--- config.mk ---
export PLATFORM = sky130hd
export DESIGN_NAME = dmem_demux_flat
export DESIGN_NICKNAME = d
export VERILOG_FILES = /design/src/rtl/dmem_demux_if.sv /design/src/rtl/dmem_demux.sv /design/src/flat_wrapper.sv
export SDC_FILE = /design/constraint.sdc
export NUM_CORES = 1
export LEC_CHECK = 0
export ABC_AREA = 1
export CORE_MARGIN = 4
export CORE_UTILIZATION = 34
export DETAILED_ROUTE_END_ITERATION = 8
export PLACE_DENSITY = 0.83
export SLEW_MARGIN = 10
export SYNTH_ARGS = -nofsm -noshare
export SYNTH_HDL_FRONTEND = slang
export SYNTH_SLANG_ARGS = --single-unit
--- constraint.sdc ---
create_clock -name clk -period 1.4 [get_ports clk]
set_clock_uncertainty 0.05 [all_clocks]
set_input_delay 0.28 -clock clk [delete_from_list [all_inputs] [get_ports clk]]
set_output_delay 0.28 -clock clk [all_outputs]
set_load 0.03 [all_outputs]
--- src/rtl/dmem_demux_if.sv ---
// Bus bundle for dmem_demux: core request/response side plus two target ports.
interface dmem_demux_if;
    logic        req_valid;
    logic        req_ready;
    logic        req_we;
    logic [31:0] req_addr;
    logic [31:0] req_wdata;
    logic [3:0]  req_be;
    logic        resp_valid;
    logic [31:0] resp_rdata;
    logic        resp_err;

    logic        t0_valid;
    logic        t0_ready;
    logic        t0_we;
    logic [31:0] t0_addr;
    logic [31:0] t0_wdata;
    logic [3:0]  t0_be;
    logic        t0_rvalid;
    logic [31:0] t0_rdata;

    logic        t1_valid;
    logic        t1_ready;
    logic        t1_we;
    logic [31:0] t1_addr;
    logic [31:0] t1_wdata;
    logic [3:0]  t1_be;
    logic        t1_rvalid;
    logic [31:0] t1_rdata;

    modport slave (
        input  req_valid, req_we, req_addr, req_wdata, req_be,
        output req_ready, resp_valid, resp_rdata, resp_err,
        output t0_valid, t0_we, t0_addr, t0_wdata, t0_be,
        input  t0_ready, t0_rvalid, t0_rdata,
        output t1_valid, t1_we, t1_addr, t1_wdata, t1_be,
        input  t1_ready, t1_rvalid, t1_rdata
    );

    modport master (
        output req_valid, req_we, req_addr, req_wdata, req_be,
        input  req_ready, resp_valid, resp_rdata, resp_err,
        input  t0_valid, t0_we, t0_addr, t0_wdata, t0_be,
        output t0_ready, t0_rvalid, t0_rdata,
        input  t1_valid, t1_we, t1_addr, t1_wdata, t1_be,
        output t1_ready, t1_rvalid, t1_rdata
    );
endinterface

--- src/rtl/dmem_demux.sv ---
// Routes MEM-stage loads/stores to data RAM (port 0) or MMIO (port 1).
// Define DMEM_DEMUX_TIMEOUT_EN to build the hung-target watchdog.
module dmem_demux #(
    parameter logic [3:0]  PORT0_NIB = 4'h0,
    parameter logic [3:0]  PORT1_NIB = 4'h1,
    parameter int unsigned TIMEOUT   = 255
) (
    input  logic        clk,
    input  logic        rst_n,
    dmem_demux_if.slave bus
);
    localparam logic [1:0] IDLE = 2'd0;
    localparam logic [1:0] REQ  = 2'd1;
    localparam logic [1:0] WAIT = 2'd2;
    localparam logic [1:0] RESP = 2'd3;

    logic [1:0]  state;
    logic [1:0]  state_n;
    logic        ready_q;
    logic        resp_valid_q;
    logic        err_q;
    logic        err_n;
    logic [31:0] rdata_q;
    logic [31:0] rdata_n;
    logic        we_q;
    logic        port_q;
    logic [31:0] addr_q;
    logic [31:0] wdata_q;
    logic [3:0]  be_q;

    logic        accept;
    logic        hit0;
    logic        hit1;
    logic        sel_ready;
    logic        sel_rvalid;
    logic [31:0] sel_rdata;
    logic        timeout;

    assign accept = bus.req_valid && ready_q;
    assign hit0   = (bus.req_addr[31:28] == PORT0_NIB);
    assign hit1   = (bus.req_addr[31:28] == PORT1_NIB);

    // Only the captured port is ever looked at; the other one is noise.
    assign sel_ready  = port_q ? bus.t1_ready  : bus.t0_ready;
    assign sel_rvalid = port_q ? bus.t1_rvalid : bus.t0_rvalid;
    assign sel_rdata  = port_q ? bus.t1_rdata  : bus.t0_rdata;

`ifdef DMEM_DEMUX_TIMEOUT_EN
    localparam logic [7:0] WD_LAST = 8'(TIMEOUT - 1);

    logic [7:0] wd_q;
    logic       busy;

    assign busy    = (state == REQ) || (state == WAIT);
    assign timeout = busy && (wd_q >= WD_LAST);

    always_ff @(posedge clk or negedge rst_n) begin
        if (!rst_n) begin
            wd_q <= '0;
        end else if (state == IDLE) begin
            wd_q <= '0;
        end else if (busy && (wd_q != 8'hFF)) begin
            wd_q <= wd_q + 8'd1;
        end
    end
`else
    assign timeout = 1'b0;
`endif

    always_comb begin
        state_n = state;
        rdata_n = rdata_q;
        err_n   = err_q;
        case (state)
            IDLE: begin
                if (accept) begin
                    rdata_n = '0;
                    err_n   = !(hit0 || hit1);
                    state_n = (hit0 || hit1) ? REQ : RESP;
                end
            end
            REQ: begin
                if (sel_ready) begin
                    if (we_q) begin
                        state_n = RESP;
                    end else if (sel_rvalid) begin
                        state_n = RESP;
                        rdata_n = sel_rdata;
                    end else begin
                        state_n = WAIT;
                    end
                end else if (timeout) begin
                    state_n = RESP;
                    err_n   = 1'b1;
                end
            end
            WAIT: begin
                if (sel_rvalid) begin
                    state_n = RESP;
                    rdata_n = sel_rdata;
                end else if (timeout) begin
                    state_n = RESP;
                    err_n   = 1'b1;
                end
            end
            default: begin
                state_n = IDLE;
            end
        endcase
    end

    always_ff @(posedge clk or negedge rst_n) begin
        if (!rst_n) begin
            state        <= IDLE;
            ready_q      <= 1'b0;
            resp_valid_q <= 1'b0;
            rdata_q      <= '0;
            err_q        <= 1'b0;
            we_q         <= 1'b0;
            port_q       <= 1'b0;
            addr_q       <= '0;
            wdata_q      <= '0;
            be_q         <= '0;
        end else begin
            state        <= state_n;
            ready_q      <= (state_n == IDLE);
            resp_valid_q <= (state_n == RESP);
            rdata_q      <= rdata_n;
            err_q        <= err_n;
            if (accept) begin
                we_q    <= bus.req_we;
                port_q  <= !hit0;
                addr_q  <= bus.req_addr;
                wdata_q <= bus.req_wdata;
                be_q    <= bus.req_be;
            end
        end
    end

    assign bus.req_ready  = ready_q;
    assign bus.resp_valid = resp_valid_q;
    assign bus.resp_rdata = rdata_q;
    assign bus.resp_err   = err_q;

    assign bus.t0_valid = (state == REQ) && !port_q;
    assign bus.t0_we    = we_q;
    assign bus.t0_addr  = addr_q;
    assign bus.t0_wdata = wdata_q;
    assign bus.t0_be    = be_q;

    assign bus.t1_valid = (state == REQ) && port_q;
    assign bus.t1_we    = we_q;
    assign bus.t1_addr  = addr_q;
    assign bus.t1_wdata = wdata_q;
    assign bus.t1_be    = be_q;
endmodule

--- src/flat_wrapper.sv ---
// flat-port wrapper written by rule: the top's interface ports become plain ports
module dmem_demux_flat 
#(
    parameter logic [3:0]  PORT0_NIB = 4'h0,
    parameter logic [3:0]  PORT1_NIB = 4'h1,
    parameter int unsigned TIMEOUT   = 255
)
  (clk, rst_n, bus_req_valid, bus_req_we, bus_req_addr, bus_req_wdata, bus_req_be, bus_req_ready, bus_resp_valid, bus_resp_rdata, bus_resp_err, bus_t0_valid, bus_t0_we, bus_t0_addr, bus_t0_wdata, bus_t0_be, bus_t0_ready, bus_t0_rvalid, bus_t0_rdata, bus_t1_valid, bus_t1_we, bus_t1_addr, bus_t1_wdata, bus_t1_be, bus_t1_ready, bus_t1_rvalid, bus_t1_rdata);
  dmem_demux_if bus_i ();
  input  logic clk;
  input  logic rst_n;
  input wire logic [$bits(bus_i.req_valid)-1:0] bus_req_valid;
  input wire logic [$bits(bus_i.req_we)-1:0] bus_req_we;
  input wire logic [$bits(bus_i.req_addr)-1:0] bus_req_addr;
  input wire logic [$bits(bus_i.req_wdata)-1:0] bus_req_wdata;
  input wire logic [$bits(bus_i.req_be)-1:0] bus_req_be;
  output wire logic [$bits(bus_i.req_ready)-1:0] bus_req_ready;
  output wire logic [$bits(bus_i.resp_valid)-1:0] bus_resp_valid;
  output wire logic [$bits(bus_i.resp_rdata)-1:0] bus_resp_rdata;
  output wire logic [$bits(bus_i.resp_err)-1:0] bus_resp_err;
  output wire logic [$bits(bus_i.t0_valid)-1:0] bus_t0_valid;
  output wire logic [$bits(bus_i.t0_we)-1:0] bus_t0_we;
  output wire logic [$bits(bus_i.t0_addr)-1:0] bus_t0_addr;
  output wire logic [$bits(bus_i.t0_wdata)-1:0] bus_t0_wdata;
  output wire logic [$bits(bus_i.t0_be)-1:0] bus_t0_be;
  input wire logic [$bits(bus_i.t0_ready)-1:0] bus_t0_ready;
  input wire logic [$bits(bus_i.t0_rvalid)-1:0] bus_t0_rvalid;
  input wire logic [$bits(bus_i.t0_rdata)-1:0] bus_t0_rdata;
  output wire logic [$bits(bus_i.t1_valid)-1:0] bus_t1_valid;
  output wire logic [$bits(bus_i.t1_we)-1:0] bus_t1_we;
  output wire logic [$bits(bus_i.t1_addr)-1:0] bus_t1_addr;
  output wire logic [$bits(bus_i.t1_wdata)-1:0] bus_t1_wdata;
  output wire logic [$bits(bus_i.t1_be)-1:0] bus_t1_be;
  input wire logic [$bits(bus_i.t1_ready)-1:0] bus_t1_ready;
  input wire logic [$bits(bus_i.t1_rvalid)-1:0] bus_t1_rvalid;
  input wire logic [$bits(bus_i.t1_rdata)-1:0] bus_t1_rdata;
  assign bus_i.req_valid = bus_req_valid;
  assign bus_i.req_we = bus_req_we;
  assign bus_i.req_addr = bus_req_addr;
  assign bus_i.req_wdata = bus_req_wdata;
  assign bus_i.req_be = bus_req_be;
  assign bus_req_ready = bus_i.req_ready;
  assign bus_resp_valid = bus_i.resp_valid;
  assign bus_resp_rdata = bus_i.resp_rdata;
  assign bus_resp_err = bus_i.resp_err;
  assign bus_t0_valid = bus_i.t0_valid;
  assign bus_t0_we = bus_i.t0_we;
  assign bus_t0_addr = bus_i.t0_addr;
  assign bus_t0_wdata = bus_i.t0_wdata;
  assign bus_t0_be = bus_i.t0_be;
  assign bus_i.t0_ready = bus_t0_ready;
  assign bus_i.t0_rvalid = bus_t0_rvalid;
  assign bus_i.t0_rdata = bus_t0_rdata;
  assign bus_t1_valid = bus_i.t1_valid;
  assign bus_t1_we = bus_i.t1_we;
  assign bus_t1_addr = bus_i.t1_addr;
  assign bus_t1_wdata = bus_i.t1_wdata;
  assign bus_t1_be = bus_i.t1_be;
  assign bus_i.t1_ready = bus_t1_ready;
  assign bus_i.t1_rvalid = bus_t1_rvalid;
  assign bus_i.t1_rdata = bus_t1_rdata;
  dmem_demux #(.PORT0_NIB(PORT0_NIB), .PORT1_NIB(PORT1_NIB), .TIMEOUT(TIMEOUT)) u_core (.clk(clk), .rst_n(rst_n), .bus(bus_i));
endmodule
; Word level (Yosys, flattened, before mapping)
; Index checks and enable logic that the tools add are counted.
[word_totals]
in_bits = 140
output_inout_bits = 175
elab_cells = 45
reg_bits = 107
[op_classes]
n_eq_ne = 7
muxes = 15
n_reduce_logical = 13
[ops]
columns = op, n
row1 = two-way mux 32 bit, 5
row2 = one-hot mux 32 bit (3 select lines), 1
row3 = two-way mux 2 bit, 5
row4 = one-hot mux 2 bit (3 select lines), 1
row5 = "== test 2 bit, second input constant", 2
row6 = "== test 4 x 1 -> 1 bit, second input constant", 1
row7 = zero test 2 bit, 2
row8 = zero test 4 bit, 1
row9 = "inequality test 2 x 1 -> 1 bit, second input constant", 2
row10 = AND reduction 4 bit, 1
row11 = logical AND 1 bit, 3
row12 = zero test 1 bit, 3
row13 = two-way mux 1 bit, 3
row14 = nonzero test 3 bit, 1
row15 = "== test 2 x 1 -> 1 bit, second input constant", 1
row16 = "inequality test 2 bit, second input constant", 1
row17 = AND reduction 2 bit, 1
row18 = logical OR 1 bit, 1

; Longest topological paths before layout
; Gate-level depths: netlist of the first run.
[depth]
ltp_word = 6
ltp_mapped = 9
ltp_nobuf = 9

; Worst setup path after synthesis of the first run
; No wires, ideal clock.
[synth_path]
path_type = register to output
start = reg u_core.state[1]
end = out bus_t0_valid
required_ns = 1.070
path_buffers = 0
path_stages_with_launch = 5
path_slack_ns = -0.093
t_arrival_ns = 1.163
cell_sequence = dfrtp_1 -> inv_1 -> ha_1 -> inv_1 -> nor2_1
[synth_via]
elab_chain_len = 2
[synth_rtl]
columns = item, line_no
row1 = start: declaration, dmem_demux.sv:17  ; logic [1:0] state;
row2 = start signal: assignment, dmem_demux.sv:125  ; state <= state_n;
row3 = == test 2 x 1 -> 1 bit, dmem_demux.sv:145  ; assign bus.t0_valid = (state == REQ) && !port_q;
row4 = logical AND 1 bit, dmem_demux.sv:145
row5 = end: declaration, flat_wrapper.sv:21  ; output wire logic [$bits(bus_i.t0_valid)-1:0] bus_t0_valid;
; Every way passes these cells.

; Worst setup path in the final report of the first run
[layout_path]
start = reg u_core.state[0]
end = out bus_t1_valid
[layout_via]
elab_chain_len = 2
[layout_rtl]
columns = item, line_no
row1 = == test 2 x 1 -> 1 bit, dmem_demux.sv:151  ; assign bus.t1_valid = (state == REQ) && port_q;
row2 = logical AND 1 bit, dmem_demux.sv:151
row3 = end: declaration, flat_wrapper.sv:29  ; output wire logic [$bits(bus_i.t1_valid)-1:0] bus_t1_valid;
; Every way passes these cells.

==> results.txt, run 1 <==
status = finished with violations
failing checks = negative setup slack
CTS H-tree depth = 3
top cells by area, synth = dfrtp_1 (50%), nand2_1 (19%), buf_4 (9.8%)
vias in the first global route = 5091
crit path max fanout = 2
chip width = 132.9 microns
# Max-Cap Violations = 0
Initial DRC Count = 271
crit share post-route = 121.9%
I/O pin count = 315
fmax = 0.5858 GHz
crit path to = bus_t1_valid
core area = 15260 sq um
P&R area growth vs syn = 70.95%
clk slew on worst S/H paths = 0.07 ns
ant diodes = 0
Post-Place Cells = 1141
Register Area = 2680 sq um
Mapped Cells = 666
final core occ = 59.45%
min cycle time layout = 1.707 ns
most frequent cell after synthesis = nand2_1
synth warn = 0
final instance area = 9071 sq um
reg2reg setup slack = -0.22 ns
leakage = 4.495 nW
initial antenna violation count = 0
die height = 132.9 microns
RSZ-0062 raised after global routing = true
worst path arrival time = 1.38 ns
drt first pass iters = 4
DP HPWL = 13310 microns
switching part of the total = 48.58%
Detailed Route WL = 18240 microns
Gate power share = 65.8%
R2R Path Start = u_core.state[1]
Syn Nets = 810
pwr dens = 2611 nW/um^2
Worst Setup Path Type = reg -> out
slew margin rel. = 82.15%
dominant synthesized flop cell = dfrtp_1
Max VDD drop = 1.538 mV
post-synth top area share = 50.46%
part of the power in registers = 23.5%
Final Hold Fails = 0
share of layout cells above drive strength 1 = 30.75%
total clock buffers created by CTS = 9
largest area contributor in the netlist = dfrtp_1
Routed Antenna Nets = 0
routed vias = 5267
register bit total from synthesis = 107
area of the multi-input gates = 1932 sq um
Worst setup EP type = primary output
CP Launch Type = flop
GRT Residual Overflow = 0
sequential element share of the synthesized area = 50.46%
Post-synth EDFFs = 0
Max Slew Vio Count = 0
Psw = 11.51 mW
fill count = 1310
Worst Path Required = 1.07 ns
post-route setup TNS = -7.339 ns
GRT Resource Usage Total = 19.07%
CP startpoint = u_core.state[0]
Worst Hold Slack = 0.2868 ns
r2r endpoint = u_core.bus.resp_rdata[27]
DRC errors left = 0
Synth Cell Area = 5306 sq um
fin cells = 1167
Mean Syn Cell Area = 7.967 sq um
clock root cell = clkbuf_16
WL per Instance = 15.63 microns
Port Buffers = 314
Clock Tree Buf Depth = 2
Final WS setup = -0.3070 ns
synth cell count leaders = nand2_1 (266), dfrtp_1 (107), buf_4 (69)
die area = 17670 sq um
Clk network pwr share = 10.8%
Setup Viol. Count Final = 38
HP Class = in -> async
R2R cell count = 10
unique cell type count in the Yosys netlist = 25
num rows = 45
CTS tree = built
drt via density = 4.513
Worst-Margin Slew = 0.2678 ns
Internal Pwr Total = 12.18 mW
CTS sink cnt = 107
dpl cell area = 8596 sq um
first-pass GRT wire length = 27080 microns
Skew-Pair Late Insertion Delay = 0.35 ns
Final nets = 1095
Routability Congestion = 0.8384
asr flop ratio synth = 100.0%
pin count of the biggest net entering global routing = 61
starting density of the core = 34.78%
## worst min-delay path by stage
| stage | from | to |
|---|---|---|
| 6_report | rst_n | u_core.bus.resp_rdata[20] |
| 3_3_place_gp | rst_n | u_core.bus.resp_rdata[12] |
| 2_1_floorplan | rst_n | u_core.bus.req_ready |
| 4_1_cts | rst_n | u_core.bus.resp_rdata[12] |
| 3_5_place_dp | rst_n | u_core.bus.resp_rdata[12] |
| 5_1_grt | rst_n | u_core.bus.resp_rdata[20] |
## power by group through the flow
stage	combinational (mW)	clock [mW]	sequential (mW)
3_5_place_dp	15.7	0	5.61
5_1_grt	16.6	2.74	5.75
2_1_floorplan	7.11	0	7.93
4_1_cts	15.7	2.63	5.58
3_3_place_gp	15.4	0	5.54
6_report	15.6	2.55	5.55
## repair_timing
action | 4_1_cts | 5_1_grt
hold buffers | 1 | 0
pin swaps | 1 | 3
endpoints found under the setup margin | 150 | 127
hold endpoints to repair | 14 | 0
resized for setup | 375 | 89
cloned | 1 | 3
buffers inserted | 4 | 1
## kinds of logic after synthesis
kind of cell             synth area share, %
AND/OR/NAND/NOR                        26.79
buffers and inverters                  14.41
flip-flops                             50.46
AO/OA/AOI/OAI                          7.404
adder cells (fa/ha/maj)               0.9432
## cell type report
type	count	share of cell area, %
clock buffers	12	2.717
multi-input cells	438	21.30
flip-flops and latches	107	29.54
clock inverters	4	0.5517
well taps	211	2.910
inverters	18	0.8552
repair buffers	377	42.12
## layer usage
| metal | share of wire [%] | wire (microns) | track usage, % |
|---|---|---|---|
| met3 | 8.0 | 1466 | 5.399 |
| met2 | 52 | 9487 | 33.97 |
| met1 | 37 | 6799 | 21.81 |
| met5 | 0 | 0 | 0 |
| met4 | 2.6 | 482 | 6.755 |
## metrics by stage
stage                     setup WS (ns)  power (mW)
after global placement          -0.3722       20.97
after CTS                       -0.2974       23.87
after floorplan               -0.005633       15.04
after global routing            -0.3567       25.09
final                           -0.3070       23.68
after detailed placement        -0.4148       21.26
## sequential cells by signal (all words and copies together), names as in the netlist
register,count
u_core.bus.req_ready,1
u_core.bus.resp_err,1
u_core.bus.resp_rdata,32
u_core.bus.resp_valid,1
u_core.bus.t0_addr,32
u_core.bus.t0_be,4
u_core.bus.t0_wdata,32
u_core.bus.t0_we,1
u_core.port_q,1
u_core.state,2
## cells in the final DEF, fill, tap and decap left out, types with 6 or more instances in the layout
cell and n:
nand2_1 261, clkdlybuf4s50_1 138, dfrtp_1 105, buf_4 83, clkdlybuf4s15_2 73, nor2_1 65, o21ai_0 41, buf_2 37
o21ai_1 26, buf_12 25, nand2_2 19, buf_6 15, clkbuf_16 12, inv_1 11, nand3_1 6
## worst max-delay path, stage by stage, from the launching register on
cell	delay (ns)
dfrtp_1	0.41
buf_6	0.13
ha_4	0.16
buf_6	0.11
nand2_2	0.06
inv_2	0.03
buf_6	0.13
No activity file was read; power rests on OpenSTA's default activity.
==> run 2, diff against run 1 <==
SKIP_CTS_REPAIR_TIMING = 1   (was not set)
==> results.txt, run 2 (synthesis results as in run 1) <==
status = finished with violations
failing checks = negative setup slack
leakage = 5.652 nW
area of the multi-input gates = 2047 sq um
die height = 132.9 microns
Setup Viol. Count Final = 38
Worst-Margin Slew = 0.3544 ns
core area = 15260 sq um
post-route setup TNS = -10.54 ns
min cycle time layout = 1.752 ns
RSZ-0062 raised after global routing = true
I/O pin count = 315
Clock Tree Buf Depth = 2
ant diodes = 0
Final Hold Fails = 0
clock root cell = clkbuf_16
routed vias = 5377
final core occ = 61.99%
Detailed Route WL = 18850 microns
initial antenna violation count = 0
Clk network pwr share = 10.2%
Routed Antenna Nets = 0
part of the power in registers = 22.1%
worst path arrival time = 1.42 ns
die area = 17670 sq um
HP Class = in -> async
drt via density = 4.588
Gate power share = 67.7%
Psw = 12.03 mW
drt first pass iters = 5
crit share post-route = 125.1%
num rows = 45
# Max-Cap Violations = 0
CTS tree = built
Routability Congestion = 0.8384
Skew-Pair Late Insertion Delay = 0.34 ns
Initial DRC Count = 313
dpl cell area = 8596 sq um
Worst setup EP type = primary output
switching part of the total = 48.01%
Post-Place Cells = 1141
starting density of the core = 34.78%
Final WS setup = -0.3516 ns
Port Buffers = 314
Worst Setup Path Type = reg -> out
CP Launch Type = flop
P&R area growth vs syn = 78.26%
most frequent cells in the layout = nand2_1 (232), clkdlybuf4s50_1 (138), dfrtp_1 (104)
Worst Hold Slack = 0.2839 ns
fmax = 0.5709 GHz
final instance area = 9459 sq um
slew margin rel. = 76.34%
commonest non-fill, non-tap cell in the layout = nand2_1
Internal Pwr Total = 13.02 mW
pin count of the biggest net entering global routing = 68
total clock buffers created by CTS = 9
CTS sink cnt = 107
Max VDD drop = 1.567 mV
CTS H-tree depth = 3
Post-Place Worst Slack = -0.4148 ns
fill count = 1221
DRC errors left = 0
share of layout cells above drive strength 1 = 25.29%
clk slew on worst S/H paths = 0.07 ns
pwr dens = 2648 nW/um^2
Max Slew Vio Count = 0
WL per Instance = 16.08 microns
Final nets = 1100
DP HPWL = 13310 microns
first-pass GRT wire length = 26260 microns
vias in the first global route = 4999
PnR Total Power = 25.05 mW
GRT Residual Overflow = 0
chip width = 132.9 microns
fin cells = 1172
Worst Path Required = 1.07 ns
GRT Resource Usage Total = 18.41%
Register Area = 2681 sq um
crit path max fanout = 3
==> run 2: cell types whose count changed in the layout (fill, tap and decap cells not counted), moves of 21 or more <==
cell             before  now
nand2_1             261  232
buf_2                37    0
clkdlybuf4s15_2      73    0
nand2_2              19   40
dlymetal6s2s_1        0   86
clkbuf_2              0   24
==> run 2: area by class of cell <==
| type | count | share of cell area, % |
|---|---|---|
| clock buffer | 12 | 2.606 |
| clock inverter | 4 | 0.5291 |
| inverter | 18 | 0.7937 |
| multi-input combinational | 438 | 21.64 |
| sequential | 107 | 28.35 |
| tap | 211 | 2.791 |
| timing repair buffer | 382 | 43.29 |
==> run 2: worst paths after layout <==
path                                              start                   endpoint  slack, ns  cells past startpoint
worst max-delay path                    u_core.state[0]               bus_t1_valid      -0.35                      6
worst min-delay path                              rst_n  u_core.bus.resp_rdata[12]       0.28                      2
worst max register to register          u_core.state[1]   u_core.bus.resp_rdata[9]      -0.33                     11
worst min register to register  u_core.bus.t0_wdata[26]    u_core.bus.t0_wdata[26]       0.44                      2
max in group asynchronous                         rst_n    u_core.bus.t0_wdata[14]       0.48                      3
min in group clk                       bus_req_addr[12]     u_core.bus.t0_addr[12]       0.41                      3
==> run 2: power by group through the flow <==
stage / sequential [mW] / clock (mW) / combinational (mW)
after global routing: 5.73 / 2.73 / 17.9
final: 5.54 / 2.56 / 17.0
after CTS: 5.57 / 2.63 / 15.7
after global placement: 5.54 / 0 / 15.4
after detailed placement: 5.61 / 0 / 15.7
after floorplan: 7.93 / 0 / 7.11
==> run 2: layer usage <==
| layer | vias to the layer above | share of wire, % | GRT usage [%] |
|---|---|---|---|
| met1 | 2522 | 36 | 21.13 |
| met2 | 246 | 52 | 31.97 |
| met3 | 40 | 8.1 | 5.551 |
| met5 | - | 0 | 0 |
| met4 | 0 | 2.9 | 7.506 |
| li1 | 2569 | - | - |
==> run 2: critical path, cell delays in order, from the launching register on <==
cell	delay (ns)
dfrtp_1	0.43
buf_6	0.14
ha_4	0.15
buf_4	0.14
nand2_2	0.05
inv_1	0.04
buf_6	0.13
==> run 3, diff against run 2 <==
CTS_CLUSTER_SIZE = 16   (was not set)
PLACE_DENSITY = not set   (was 0.83)
PLACE_DENSITY_LB_ADDON = 0.3   (was not set)
==> results.txt, run 3 (synthesis results as in run 1) <==
pwr dens = 2629 nW/um^2
vias in the first global route = 4824
Worst-Margin Slew = 0.3983 ns
Worst Setup Path Type = reg -> out
met2 Usage GRT = 32.42%
Psw = 11.46 mW
ant diodes = 0
Clk network pwr share = 10.9%
most frequent cells in the layout = nand2_1 (264), clkdlybuf4s50_1 (138), dfrtp_1 (104)
Final Hold Fails = 0
core area = 15260 sq um
Max VDD drop = 1.066 mV
Post-Place Cells = 1137
Port Buffers = 314
P&R area growth vs syn = 70.95%
initial antenna violation count = 0
GRT Residual Overflow = 0
starting density of the core = 34.78%
Setup Viol. Count Final = 38
HP Class = in -> async
num rows = 45
clock root cell = clkbuf_16
DRC errors left = 0
Max stage delay cell, worst path = dfrtp_1
CTS sink cnt = 107
total clock buffers created by CTS = 9
fmax = 0.5816 GHz
drt via density = 4.365
GRT Resource Usage Total = 18.54%
met3 Resource Use GR = 6.274%
Skew-Pair Late Insertion Delay = 0.35 ns
Crit path largest cell delay = 0.40 ns
leakage = 5.164 nW
Worst Path Required = 1.07 ns
crit share post-route = 122.8%
PnR Total Power = 23.85 mW
Initial DRC Count = 162
reg2reg setup slack = -0.26 ns
DP HPWL = 13290 microns
die area = 17670 sq um
routed vias = 5068
status = finished with violations
Routability Congestion = 0.7865
R2R cell count = 9
slew margin rel. = 73.45%
die height = 132.9 microns
CP Launch Type = flop
I/O pin count = 315
crit path max fanout = 3
Internal Pwr Total = 12.39 mW
Worst setup EP type = primary output
CP dominant cell by count = inv_2
chip width = 132.9 microns
# Max-Cap Violations = 0
commonest non-fill, non-tap cell in the layout = nand2_1
r2r endpoint = u_core.bus.resp_rdata[18]
global route hottest layer = met2
pin count of the biggest net entering global routing = 45
share of layout cells above drive strength 1 = 23.68%
RSZ-0062 raised after global routing = true
Max Slew Vio Count = 0
CTS tree = built
crit path cell chain = inv_2 > ha_4 > inv_2 > buf_4 > nor2_4 > buf_6
clk slew on worst S/H paths = 0.08 ns
Clock Tree Buf Depth = 2
dpl cell area = 8673 sq um
worst path arrival time = 1.39 ns
final instance area = 9071 sq um
Gate power share = 65.8%
M1 GR Usage = 21.52%
R2R Path Start = u_core.state[1]
Final nets = 1089
Routed Antenna Nets = 0
failing checks = negative setup slack
CTS H-tree depth = 3
fin cells = 1161
drt first pass iters = 4
fill count = 1338
Detailed Route WL = 17240 microns
Final WS setup = -0.3193 ns
switching part of the total = 48.06%
WL per Instance = 14.85 microns
min cycle time layout = 1.719 ns
first-pass GRT wire length = 26370 microns
part of the power in registers = 23.4%
[run 3: cell types whose count changed in the layout (fill, tap and decap cells not counted), sizes merged]
cell          change
inv               +1
buf               +1
dlymetal6s2s     -28
clkbuf           +13
clkinv            +1
clkinvlp          +1
[run 3: how the worst max path moves through the flow]
stage	cells after the start	end	from	slack [ns]
2_1_floorplan	8	u_core.bus.resp_rdata[10]	u_core.state[1]	-0.006
3_3_place_gp	8	u_core.bus.resp_rdata[9]	bus_req_valid	-0.31
3_5_place_dp	7	u_core.bus.resp_rdata[22]	bus_req_valid	-0.33
4_1_cts	6	bus_t0_valid	u_core.state[1]	-0.46
5_1_grt	6	bus_t0_valid	u_core.state[1]	-0.39
6_report	6	bus_t0_valid	u_core.state[1]	-0.32
[run 3: through the flow]
stage	worst slack [ns]	setup TNS (ns)	hold slack, ns	utilization [%]
final	-0.3193	-8.291	0.3516	59.45
after global routing	-0.3896	-11.81	0.3814	59.45
after CTS	-0.4550	-42.08	-0.2043	58.83
after detailed placement	-0.3347	-23.70	0.1849	56.84
after global placement	-0.3093	-23.40	0.1794	56.84
after floorplan	-0.005633	-0.04349	-0.06559	-
[run 3: final cells by class]
type	instances	area, sq um	area share (%)
inverter	18	70.07	0.7724
sequential	107	2681	29.56
clock buffer	9	225.2	2.483
multi-input combinational	438	1913	21.09
tap	211	264.0	2.910
timing repair buffer	371	3840	42.33
clock inverter	7	77.57	0.8552
[run 3: worst max-delay path, delay by kind of cell, from the launching register on]
family	cells	cell delay, ns
adder cells (fa/ha/maj)	1	0.15
buffers and inverters	4	0.42
flip-flops	1	0.40
AND/OR/NAND/NOR	1	0.08
[run 3: metal layers]
layer,vias up,wire [microns]
met5,-,0
met2,196,8648
met1,2308,6802
li1,2546,-
met4,0,280
met3,18,1507
[run 3: power by group through the flow]
stage	Combinational [mW]	Sequential, mW	Clock [mW]
floorplan	7.11	7.93	0
global placement	15.7	5.60	0
detailed placement	15.8	5.66	0
CTS	15.8	5.60	2.68
global route	16.8	5.78	2.79
finish	15.7	5.57	2.59
